File: config.mk
export PLATFORM = sky130hd
export DESIGN_NAME = seq_det_arb_ctrl_flat
export DESIGN_NICKNAME = d
export VERILOG_FILES = /design/src/rtl/seq_det_arb_ctrl_if.sv /design/src/rtl/seq_det_arb_ctrl.sv /design/src/flat_wrapper.sv
export SDC_FILE = /design/constraint.sdc
export NUM_CORES = 1
export LEC_CHECK = 0
export ABC_AREA = 1
export CORE_ASPECT_RATIO = 1.75
export CORE_UTILIZATION = 47
export DETAILED_ROUTE_END_ITERATION = 6
export PLACE_DENSITY = 0.81
export REMOVE_ABC_BUFFERS = 1
export SYNTH_ARGS = -nofsm -noshare
export SYNTH_HDL_FRONTEND = slang
export SYNTH_SLANG_ARGS = --single-unit
File: constraint.sdc
create_clock -name clk -period 2.5 [get_ports clk]
set_clock_uncertainty 0.15 [all_clocks]
set_input_delay 0.5 -clock clk [delete_from_list [all_inputs] [get_ports clk]]
set_output_delay 0.5 -clock clk [all_outputs]
set_load 0.02 [all_outputs]
File: src/rtl/seq_det_arb_ctrl_if.sv
// ============================================================================
// Module   : seq_det_arb_ctrl_if
// Purpose  : Bundles the requester handshake and detector-side signals of the
//            sequence-detector arbiter into one interface.
// Revision : 1.0 - initial release
// ----------------------------------------------------------------------------
// Signals
//   req      NREQ        per-requester burst request (level)
//   req_len  NREQ*LEN_W  per-requester burst length
//   sym_in   NREQ*DW     per-requester symbol
//   sym_vld  NREQ        per-requester symbol valid
//   sym_rdy  NREQ        per-requester symbol ready
//   gnt      NREQ        one-hot grant
//   done     NREQ        1-cycle burst-complete pulse
//   hit      1           detector output seen during the burst (valid with done)
//   aborted  1           burst ended by request drop (valid with done)
//   det_clr  1           detector synchronous clear
//   det_a    DW          detector symbol input
//   det_z    1           detector output
// Modports
//   master : arbiter/sequencer side
//   slave  : requester and detector side
// ============================================================================
`default_nettype none

interface seq_det_arb_ctrl_if #(
    parameter int NREQ  = 4,
    parameter int DW    = 4,
    parameter int LEN_W = 4
);
    logic [NREQ-1:0]       req;
    logic [NREQ*LEN_W-1:0] req_len;
    logic [NREQ*DW-1:0]    sym_in;
    logic [NREQ-1:0]       sym_vld;
    logic [NREQ-1:0]       sym_rdy;
    logic [NREQ-1:0]       gnt;
    logic [NREQ-1:0]       done;
    logic                  hit;
    logic                  aborted;
    logic                  det_clr;
    logic [DW-1:0]         det_a;
    logic                  det_z;

    modport master (
        input  req, req_len, sym_in, sym_vld, det_z,
        output sym_rdy, gnt, done, hit, aborted, det_clr, det_a
    );

    modport slave (
        output req, req_len, sym_in, sym_vld, det_z,
        input  sym_rdy, gnt, done, hit, aborted, det_clr, det_a
    );
endinterface

`default_nettype wire

File: src/rtl/seq_det_arb_ctrl.sv
// ============================================================================
// Module   : seq_det_arb_ctrl
// Purpose  : Round-robin arbiter/sequencer sharing one sequence-detector among
//            NREQ requesters. The granted requester streams a burst of
//            req_len symbols; the block clears the detector, feeds symbols,
//            drains the detector latency and reports hit/aborted with done.
// Revision : 1.0 - initial release
// ----------------------------------------------------------------------------
// Ports
//   clk    in  clock, rising edge
//   rst_n  in  asynchronous reset, active low
//   bus    seq_det_arb_ctrl_if.master (requester handshake + detector side)
// ============================================================================
`default_nettype none

module seq_det_arb_ctrl #(
    parameter int            NREQ     = 4,
    parameter int            DW       = 4,
    parameter int            LEN_W    = 4,
    parameter logic [DW-1:0] IDLE_SYM = DW'(4'hF)
) (
    input  wire logic          clk,
    input  wire logic          rst_n,
    seq_det_arb_ctrl_if.master bus
);

    localparam int PW = $clog2(NREQ);

    typedef enum logic [2:0] {
        S_IDLE   = 3'd0,
        S_CLR    = 3'd1,
        S_FEED   = 3'd2,
        S_DRAIN  = 3'd3,
        S_REPORT = 3'd4
    } state_t;

    state_t          r_state;
    logic [NREQ-1:0] r_gnt;
    logic [NREQ-1:0] r_rdy;
    logic [NREQ-1:0] r_done;
    logic            r_hit;
    logic            r_aborted;
    logic            r_det_clr;
    logic [PW-1:0]   r_ptr;      // last granted requester; also the active select
    logic [LEN_W-1:0] r_len;
    logic [LEN_W-1:0] r_cnt;
    logic            r_xfer_d;   // a transfer happened in the previous cycle
    logic            r_drain;    // second DRAIN cycle

    logic            w_any;
    logic [PW-1:0]   w_sel;
    logic [NREQ-1:0] w_gnt_nxt;
    logic [LEN_W-1:0] w_len_sel;
    logic            w_xfer;
    logic [DW-1:0]   w_sym;
    logic            w_req_sel;
    logic            w_z_seen;
    logic [LEN_W-1:0] w_cnt_inc;

    // Round-robin search starting just after the last granted requester.
    always_comb begin
        int idx;
        idx   = 0;
        w_sel = r_ptr;
        w_any = 1'b0;
        for (int k = 1; k <= NREQ; k++) begin
            idx = int'(r_ptr) + k;
            if (idx >= NREQ) begin
                idx = idx - NREQ;
            end
            if (!w_any && bus.req[idx]) begin
                w_any = 1'b1;
                w_sel = PW'(idx);
            end
        end
    end

    assign w_gnt_nxt = NREQ'(1) << w_sel;
    assign w_len_sel = bus.req_len[int'(w_sel)*LEN_W +: LEN_W];

    // sym_rdy is only ever set on the granted bit, so the OR is the transfer.
    assign w_xfer    = |(bus.sym_vld & r_rdy);
    assign w_sym     = bus.sym_in[int'(r_ptr)*DW +: DW];
    assign w_req_sel = bus.req[r_ptr];
    assign w_cnt_inc = r_cnt + LEN_W'(1);

    // det_z is only trusted one cycle after a transfer or while draining;
    // anything else is left over from the previous burst or from a gap.
    assign w_z_seen  = bus.det_z && (r_xfer_d || (r_state == S_DRAIN));

    always_ff @(posedge clk or negedge rst_n) begin
        if (!rst_n) begin
            r_state   <= S_IDLE;
            r_gnt     <= '0;
            r_rdy     <= '0;
            r_done    <= '0;
            r_hit     <= 1'b0;
            r_aborted <= 1'b0;
            r_det_clr <= 1'b0;
            r_ptr     <= PW'(NREQ - 1);
            r_len     <= '0;
            r_cnt     <= '0;
            r_xfer_d  <= 1'b0;
            r_drain   <= 1'b0;
        end else begin
            r_done    <= '0;
            r_det_clr <= 1'b0;
            case (r_state)
                S_IDLE: begin
                    if (w_any) begin
                        r_state   <= S_CLR;
                        r_gnt     <= w_gnt_nxt;
                        r_ptr     <= w_sel;
                        r_len     <= w_len_sel;
                        r_cnt     <= '0;
                        r_det_clr <= 1'b1;
                        r_hit     <= 1'b0;
                        r_aborted <= 1'b0;
                        r_xfer_d  <= 1'b0;
                        r_drain   <= 1'b0;
                    end
                end
                S_CLR: begin
                    if (r_len == '0) begin
                        r_state <= S_DRAIN;
                    end else begin
                        r_state <= S_FEED;
                        r_rdy   <= r_gnt;
                    end
                end
                S_FEED: begin
                    r_xfer_d <= w_xfer;
                    if (!w_req_sel) begin
                        r_state   <= S_DRAIN;
                        r_rdy     <= '0;
                        r_aborted <= 1'b1;
                        r_hit     <= 1'b0;
                    end else begin
                        if (w_z_seen) begin
                            r_hit <= 1'b1;
                        end
                        if (w_xfer) begin
                            r_cnt <= w_cnt_inc;
                            if (w_cnt_inc == r_len) begin
                                r_state <= S_DRAIN;
                                r_rdy   <= '0;
                            end
                        end
                    end
                end
                S_DRAIN: begin
                    r_xfer_d <= 1'b0;
                    if (w_z_seen && !r_aborted) begin
                        r_hit <= 1'b1;
                    end
                    if (r_drain) begin
                        r_state <= S_REPORT;
                        r_done  <= r_gnt;
                    end else begin
                        r_drain <= 1'b1;
                    end
                end
                S_REPORT: begin
                    r_state <= S_IDLE;
                    r_gnt   <= '0;
                end
                default: begin
                    r_state <= S_IDLE;
                end
            endcase
        end
    end

    assign bus.gnt     = r_gnt;
    assign bus.sym_rdy = r_rdy;
    assign bus.done    = r_done;
    assign bus.hit     = r_hit;
    assign bus.aborted = r_aborted;
    assign bus.det_clr = r_det_clr;
    // Symbol passes straight through on a transfer so the detector sees it
    // in the same cycle; every other cycle carries the idle symbol.
    assign bus.det_a   = w_xfer ? w_sym : IDLE_SYM;

endmodule

`default_nettype wire

File: src/flat_wrapper.sv
// flat-port wrapper written by rule: the top's interface ports become plain ports
module seq_det_arb_ctrl_flat 
#(
    parameter int            NREQ     = 4,
    parameter int            DW       = 4,
    parameter int            LEN_W    = 4,
    parameter logic [DW-1:0] IDLE_SYM = DW'(4'hF)
)
  (clk, rst_n, bus_req, bus_req_len, bus_sym_in, bus_sym_vld, bus_det_z, bus_sym_rdy, bus_gnt, bus_done, bus_hit, bus_aborted, bus_det_clr, bus_det_a);
  seq_det_arb_ctrl_if #(.NREQ(NREQ), .DW(DW), .LEN_W(LEN_W)) bus_i ();
  input  wire logic clk;
  input  wire logic rst_n;
  input wire logic [$bits(bus_i.req)-1:0] bus_req;
  input wire logic [$bits(bus_i.req_len)-1:0] bus_req_len;
  input wire logic [$bits(bus_i.sym_in)-1:0] bus_sym_in;
  input wire logic [$bits(bus_i.sym_vld)-1:0] bus_sym_vld;
  input wire logic [$bits(bus_i.det_z)-1:0] bus_det_z;
  output wire logic [$bits(bus_i.sym_rdy)-1:0] bus_sym_rdy;
  output wire logic [$bits(bus_i.gnt)-1:0] bus_gnt;
  output wire logic [$bits(bus_i.done)-1:0] bus_done;
  output wire logic [$bits(bus_i.hit)-1:0] bus_hit;
  output wire logic [$bits(bus_i.aborted)-1:0] bus_aborted;
  output wire logic [$bits(bus_i.det_clr)-1:0] bus_det_clr;
  output wire logic [$bits(bus_i.det_a)-1:0] bus_det_a;
  assign bus_i.req = bus_req;
  assign bus_i.req_len = bus_req_len;
  assign bus_i.sym_in = bus_sym_in;
  assign bus_i.sym_vld = bus_sym_vld;
  assign bus_i.det_z = bus_det_z;
  assign bus_sym_rdy = bus_i.sym_rdy;
  assign bus_gnt = bus_i.gnt;
  assign bus_done = bus_i.done;
  assign bus_hit = bus_i.hit;
  assign bus_aborted = bus_i.aborted;
  assign bus_det_clr = bus_i.det_clr;
  assign bus_det_a = bus_i.det_a;
  seq_det_arb_ctrl #(.NREQ(NREQ), .DW(DW), .LEN_W(LEN_W), .IDLE_SYM(IDLE_SYM)) u_core (.clk(clk), .rst_n(rst_n), .bus(bus_i));
endmodule
# Word level (Yosys, flattened, before mapping)
# Cells that the tools add are included.
[totals] register_bits=30 inputBits=43
[op_classes] n_addsub=9 order_cmp=9 n_eq_ne=15 shift=3 mux=58 bitwise_logic=1 n_reduce_logical=27
[ops] cell="32-bit by 4-bit greater-or-equal comparator with 1-bit output, second input constant" n=4
[ops] cell="32-bit by 4-bit < comparator with 1-bit output, second input constant" n=4
[ops] cell="32-bit two-way mux" n=4
[ops] cell="32-bit by 4-bit subtractor with 32-bit output, second input constant" n=4
[ops] cell="4-bit two-way mux" n=11
[ops] cell="16-bit by 5-bit indexed part select with 4-bit output" n=2
[ops] cell="4-bit one-hot mux with 2 select lines" n=3
[ops] cell="1-bit two-way mux" n=21
[ops] cell="4-bit AND reduction" n=4
[ops] cell="3-bit two-way mux" n=5
[ops] cell="3-bit one-hot mux with 4 select lines" n=1
[ops] cell="1-bit binary-select mux with 2-bit select" n=5
[ops] cell="2-bit two-way mux" n=4
[ops] cell="2-bit by 1-bit != test with 1-bit output, second input constant" n=4
[ops] cell="2-bit AND reduction" n=4
[ops] cell="2-bit nonzero test" n=4
[ops] cell="2-bit by 2-bit adder with 3-bit output, second input constant" n=2
[ops] cell="3-bit by 2-bit equality test with 1-bit output, second input constant" n=2
[ops] cell="2-bit != test, second input constant" n=3
[ops] cell="3-bit != test, second input constant" n=2
[ops] cell="1-bit one-hot mux with 3 select lines" n=2
[ops] cell="1-bit logical AND" n=5
[ops] cell="2-bit by 3-bit adder with 4-bit output, second input constant" n=1
[ops] cell="4-bit by 1-bit adder with 4-bit output, second input constant" n=1
[ops] cell="16 further kinds" n=20

# Depth between registers and ports, before layout
[depth] ltp_word=19 mapped_depth=15 mapped_depth_nobuf=14

# Least setup slack after synthesis
# No wires, ideal clock.
[synth_timing] path_kind="register to register" start="register u_core.r_ptr[0]" end="register u_core.r_gnt[2] (netlist: u_core.bus.gnt[2])" setup_time_ps=124 arrival_ps=1571 path_slack_ps=654 stages_incl_launch_ff=14 path_buffers=2 period_less_slack_ps=1846 path_cell_list="dfstp_2 > inv_2 > buf_6 > nand2_1 > nand2_2 > nand2_2 > nand2_4 > nor2_4 > nand3b_2 > nand2_2 > inv_2 > buf_6 > nand2_1 > o22ai_2"
[synth_between] elab_chain_len=19
[synth_rtl] element="start: declaration" line_no="seq_det_arb_ctrl.sv:44" text="logic [PW-1:0] r_ptr;"
[synth_rtl] element="start signal: assignment" line_no="seq_det_arb_ctrl.sv:100" text="r_ptr <= PW'(NREQ - 1);"
[synth_rtl] element="start signal: assignment" line_no="seq_det_arb_ctrl.sv:113" text="r_ptr <= w_sel;"
[synth_rtl] element="2-bit by 1-bit adder with 3-bit output" line_no="seq_det_arb_ctrl.sv:67" text="idx = int'(r_ptr) + k;"
[synth_rtl] element="32-bit by 4-bit subtractor with 32-bit output / 32-bit by 4-bit greater-or-equal comparator with 1-bit output (equally long branches)" line_no="seq_det_arb_ctrl.sv:69, seq_det_arb_ctrl.sv:68"
[synth_rtl] element="32-bit two-way mux" line_no="seq_det_arb_ctrl.sv:68" text="if (idx >= NREQ) begin"
[synth_rtl] element="1-bit binary-select mux with 2-bit select" line_no="seq_det_arb_ctrl.sv:71" text="if (!w_any && bus.req[idx]) begin"
[synth_rtl] element="1-bit two-way mux (implied by the code) (2 in a row)" line_no="seq_det_arb_ctrl.sv:71"
[synth_rtl] element="1-bit two-way mux" line_no="seq_det_arb_ctrl.sv:71"
[synth_rtl] element="1-bit logical NOT" line_no="seq_det_arb_ctrl.sv:71"
[synth_rtl] element="1-bit logical AND" line_no="seq_det_arb_ctrl.sv:71"
[synth_rtl] element="(+2 left out)"
[synth_rtl] element="1-bit logical AND" line_no="seq_det_arb_ctrl.sv:71"
[synth_rtl] element="1-bit two-way mux" line_no="seq_det_arb_ctrl.sv:71"
[synth_rtl] element="1-bit logical NOT" line_no="seq_det_arb_ctrl.sv:71"
[synth_rtl] element="1-bit logical AND" line_no="seq_det_arb_ctrl.sv:71"
[synth_rtl] element="2-bit two-way mux" line_no="seq_det_arb_ctrl.sv:71"
[synth_rtl] element="1-bit by 2-bit << shifter with 4-bit output" line_no="seq_det_arb_ctrl.sv:78" text="assign w_gnt_nxt = NREQ'(1) << w_sel;"
[synth_rtl] element="4-bit two-way mux" line_no="seq_det_arb_ctrl.sv:110" text="if (w_any) begin"
[synth_rtl] element="4-bit one-hot mux with 2 select lines" line_no="seq_det_arb_ctrl.sv:108" text="case (r_state)"
[synth_rtl] element="end signal: assignment" line_no="seq_det_arb_ctrl.sv:112" text="r_gnt <= w_gnt_nxt;"
[synth_rtl] element="end: declaration" line_no="seq_det_arb_ctrl.sv:38" text="logic [NREQ-1:0] r_gnt;"
# Parallel ways exist; a longest one is shown, timed or not. The select of a mux whose other input is x is not followed.
# A chain may end at the register's enable or synchronous reset.

# Worst setup path after layout
[layout_timing] start="input port bus_sym_vld[3]" end="output port bus_det_a[1]"
[layout_between] elab_chain_len=3
[layout_rtl] element="start: declaration" line_no="flat_wrapper.sv:16" text="input wire logic [$bits(bus_i.sym_vld)-1:0] bus_sym_vld;"
[layout_rtl] element="4-bit bitwise AND" line_no="seq_det_arb_ctrl.sv:82" text="assign w_xfer = |(bus.sym_vld & r_rdy);"
[layout_rtl] element="4-bit OR reduction" line_no="seq_det_arb_ctrl.sv:82"
[layout_rtl] element="4-bit two-way mux" line_no="seq_det_arb_ctrl.sv:182" text="assign bus.det_a = w_xfer ? w_sym : IDLE_SYM;"
[layout_rtl] element="end: declaration" line_no="flat_wrapper.sv:24" text="output wire logic [$bits(bus_i.det_a)-1:0] bus_det_a;"
# Every way passes these cells.

==> impl_metrics.ini <==
[power]
pwr-share-comb_pct = 66.7
clock_power_share_pct = 10.9
total_switching_power_mw = 1.81
power_report.internal_total_mw = 1.79
switching_share_pct = 50.3
pwr-share-seq_pct = 22.4
ir_drop_mv = 0.796
total_power_consumption_of_the_routed_design_mw = 3.59
power_per_cell_area_nw_per_um2 = 1310
total_leakage_power_nw = 1.35

[clocking]
total_cts_buffers = 5
cts-root-to-sink-buffers = 2
clkSlewWorstSetupHoldPaths_ns = 0.06
postCtsSetupBuffers = 0
ctsHtreeMaxLevel = 2
holdBufCountCts = 0
tritoncts_clock_tree = built
cts.sink_count = 30
insertion_delay_ns = 0.28
clockRootBuffer = sky130_fd_sc_hd__clkbuf_8

[timing]
worst_pin_slew_ns = 0.378
finalSetupTns_ns = 0
ratio_of_final_minimum_period_to_clock_period_pct = 96.6
final_critical_path_setup_slack_ns = 0.0839
maxSlewViolCount = 0
slew_headroom_pct = 74.8
hold-worst-slack_ns = 0.318
finalHoldViolations = 0
finalSetupViolations = 0
post-route-min-period_ns = 2.42
timing.fmax_mhz = 414
grt_setup_unrepaired = false

[layout]
flow.area_growth_from_synthesis_pct = 39.4
fill_cells = 338
finalNonFillerCells = 392
num-nets-final = 387
most_common_library_cell_in_the_layout_ignoring_fill_and_taps = sky130_fd_sc_hd__nand2_1
num_antenna_cells = 0
post_route_cells_drive_above_1_share_pct = 13.7
top_library_cells_by_usage_in_the_layout_fill_and_taps_aside = 83 x sky130_fd_sc_hd__nand2_1, 57 x sky130_fd_sc_hd__clkdlybuf4s50_1, 34 x sky130_fd_sc_hd__nand3_1

[detailed_routing]
vias = 1984
vias_per_cell = 5.06
wirelength_um = 4870
drt_first_iter_violations = 40
drt_drc_violations_left = 0
route.detailed.wl_per_inst_um = 12.4
detail_route.first_pass.iterations = 4
ant_nets = 0

[setup_path]
r2r_setup_slack_ns = 0.36
worstPathCellList = clkdlybuf4s50_1, a22o_1, nor2_2, inv_2, nand4_1, clkdlybuf4s15_2
worst_r2r_path_depth = 11
cp.required_ns = 1.85
cp_max_fo = 5
worstSetupPathType = in -> out
critPathSlowestCell = sky130_fd_sc_hd__clkdlybuf4s50_1
path_delay_family = buffers and inverters
worst-path-buf-inv = 3
crit_path_start_kind = primary input
critical_path.max_stage_delay_ns = 0.40
r2r-start = u_core.r_ptr[0]
crit-reg2reg-capture = u_core.bus.hit
worstSetupEndpointType = output pin
worstSetupStartpoint = bus_sym_vld[3]
critPathArrivalTime_ns = 1.77

[die]
core_area_um2 = 3940
die_w_um = 51.0
floorplan.rows = 30
pin_count = 62
initial_standard_cell_utilization_of_the_core_pct = 50.0
total_die_area_um2 = 4470
chipHeight_um = 87.7

[synth]
ys_ff_latch = 30
synth.lib_cells_used.distinct = 37
post_synth_instance_area_um2 = 1970
synth_cells = 273
synth.yosys.seq_area_share_pct = 38.2
syn-mean-instance-area_um2 = 7.22
synthesis.yosys.warnings = 0

[run_status]
run_status = finished clean

[min_path]
min-delay-path-class = reg -> reg
min_to = u_core.bus.hit
min_path_cells = 2
worst_hold_startpoint = u_core.bus.hit

[grt]
first_pass_grt_wire_length_um = 8080
grt_pass1_vias = 1998
grt_max_degree = 31
grt.overflow.total = 0
antenna_found_initial = 0
grt_util_all_layers_pct = 24.3

[job]
max-cap-violations = 0

[place]
dpl.hpwl_um = 3980
place.port_buffers = 61
place_congestion = 0.837
dp.cells = 384
dpl_worst_slack_ns = -0.412
-- power by group through the flow --
| stage | registers [mW] | logic (mW) | clock network, mW |
|---|---|---|---|
| 5_1_grt | 0.824 | 2.68 | 0.422 |
| 3_3_place_gp | 0.803 | 2.35 | 0 |
| 6_report | 0.804 | 2.40 | 0.391 |
| 4_1_cts | 0.803 | 2.40 | 0.400 |
| 3_5_place_dp | 0.809 | 2.40 | 0 |
| 2_1_floorplan | 0.881 | 1.60 | 0 |
-- cell usage after synthesis, drive strengths merged --
library cell | count | area, um2
a31oi | 1 | 6.26
inv | 37 | 141
buf | 4 | 37.5
nor2 | 17 | 73.8
nand2 | 95 | 407
o21bai | 1 | 7.51
a22o | 1 | 8.76
o21ai | 17 | 88.8
nand3b | 5 | 41.3
or2 | 2 | 12.5
o22ai | 4 | 31.3
nand4 | 5 | 31.3
dfrtp | 28 | 701
nor4 | 1 | 6.26
xor2 | 3 | 26.3
nor3 | 2 | 10.0
xnor2 | 2 | 17.5
a21oi | 4 | 20.0
dfstp | 2 | 52.6
a22oi | 4 | 30.0
nand3 | 36 | 198
o211a | 1 | 10.0
ha | 1 | 12.5
-- kinds of logic (layout without fill, tap and decap cells) --
group           after synthesis  in the layout  synth area share (%)
simple gates                163            163                  39.6
flops                        30             30                  38.2
compound gates               33             33                  10.3
xor+xnor                      5              5                  2.22
fa+ha+maj                     1              1                 0.635
buf+inv                      41            112                  9.08
-- stage by stage --
stage / cell area [um2] / utilization, %
global placement: 2650 / 67.2
global route: 2750 / 69.7
detailed placement: 2650 / 67.2
CTS: 2750 / 69.7
floorplan: 1930 / -
finish: 2750 / 69.7
-- worst register-to-register path, delay by kind of cell (launching register included) --
| family | cells | cell delay, ns |
|---|---|---|
| AND/OR/NAND/NOR | 7 | 0.60 |
| AO/OA/AOI/OAI | 2 | 0.47 |
| buffers and inverters | 2 | 0.24 |
| flip-flops | 1 | 0.57 |
-- flip-flops by register name (all words and copies together), names as in the netlist, 2 cells and up --
name                flops
u_core.r_len            4
u_core.bus.gnt          4
u_core.bus.done         4
u_core.r_cnt            4
u_core.r_ptr            2
u_core.r_state          3
u_core.bus.sym_rdy      4
-- layout make-up --
cell class	instances	area [um2]	area share (%)
multi-input cells	202	1040	37.9
well taps	48	60.1	2.19
flip-flops and latches	30	753	27.4
inverters	37	141	5.15
clock buffers	7	86.3	3.14
clock inverters	1	5.00	0.182
repair buffers	67	661	24.0
-- how the worst max path moves through the flow --
stage / cells after the start / slack [ns] / end
final: 6 / 0.08 / bus_det_a[1]
after global routing: 6 / 0.02 / bus_det_a[0]
after CTS: 6 / 0.03 / bus_det_a[1]
after detailed placement: 6 / -0.41 / bus_det_a[1]
after global placement: 6 / -0.36 / bus_det_a[0]
after floorplan: 11 / 0.52 / u_core.bus.gnt[3]
-- repair_timing --
item / in CTS / in global routing
gates resized for setup: 13 / 1
hold endpoints to repair: 0 / 0
pin swaps: 0 / 0
cloned: 0 / 0
endpoints found under the setup margin: 4 / 3
-- routing by layer --
| metal | up-vias | wire, um | global-route usage, % | share of wire [%] |
|---|---|---|---|---|
| met3 | 14 | 183 | 4.34 | 3.8 |
| met5 | - | 0 | 0 | 0 |
| li1 | 1025 | - | - | - |
| met1 | 890 | 1680 | 20.8 | 35 |
| met4 | 0 | 141 | 13.6 | 2.9 |
| met2 | 55 | 2870 | 49.4 | 59 |
(Power assumes the default switching activity.)
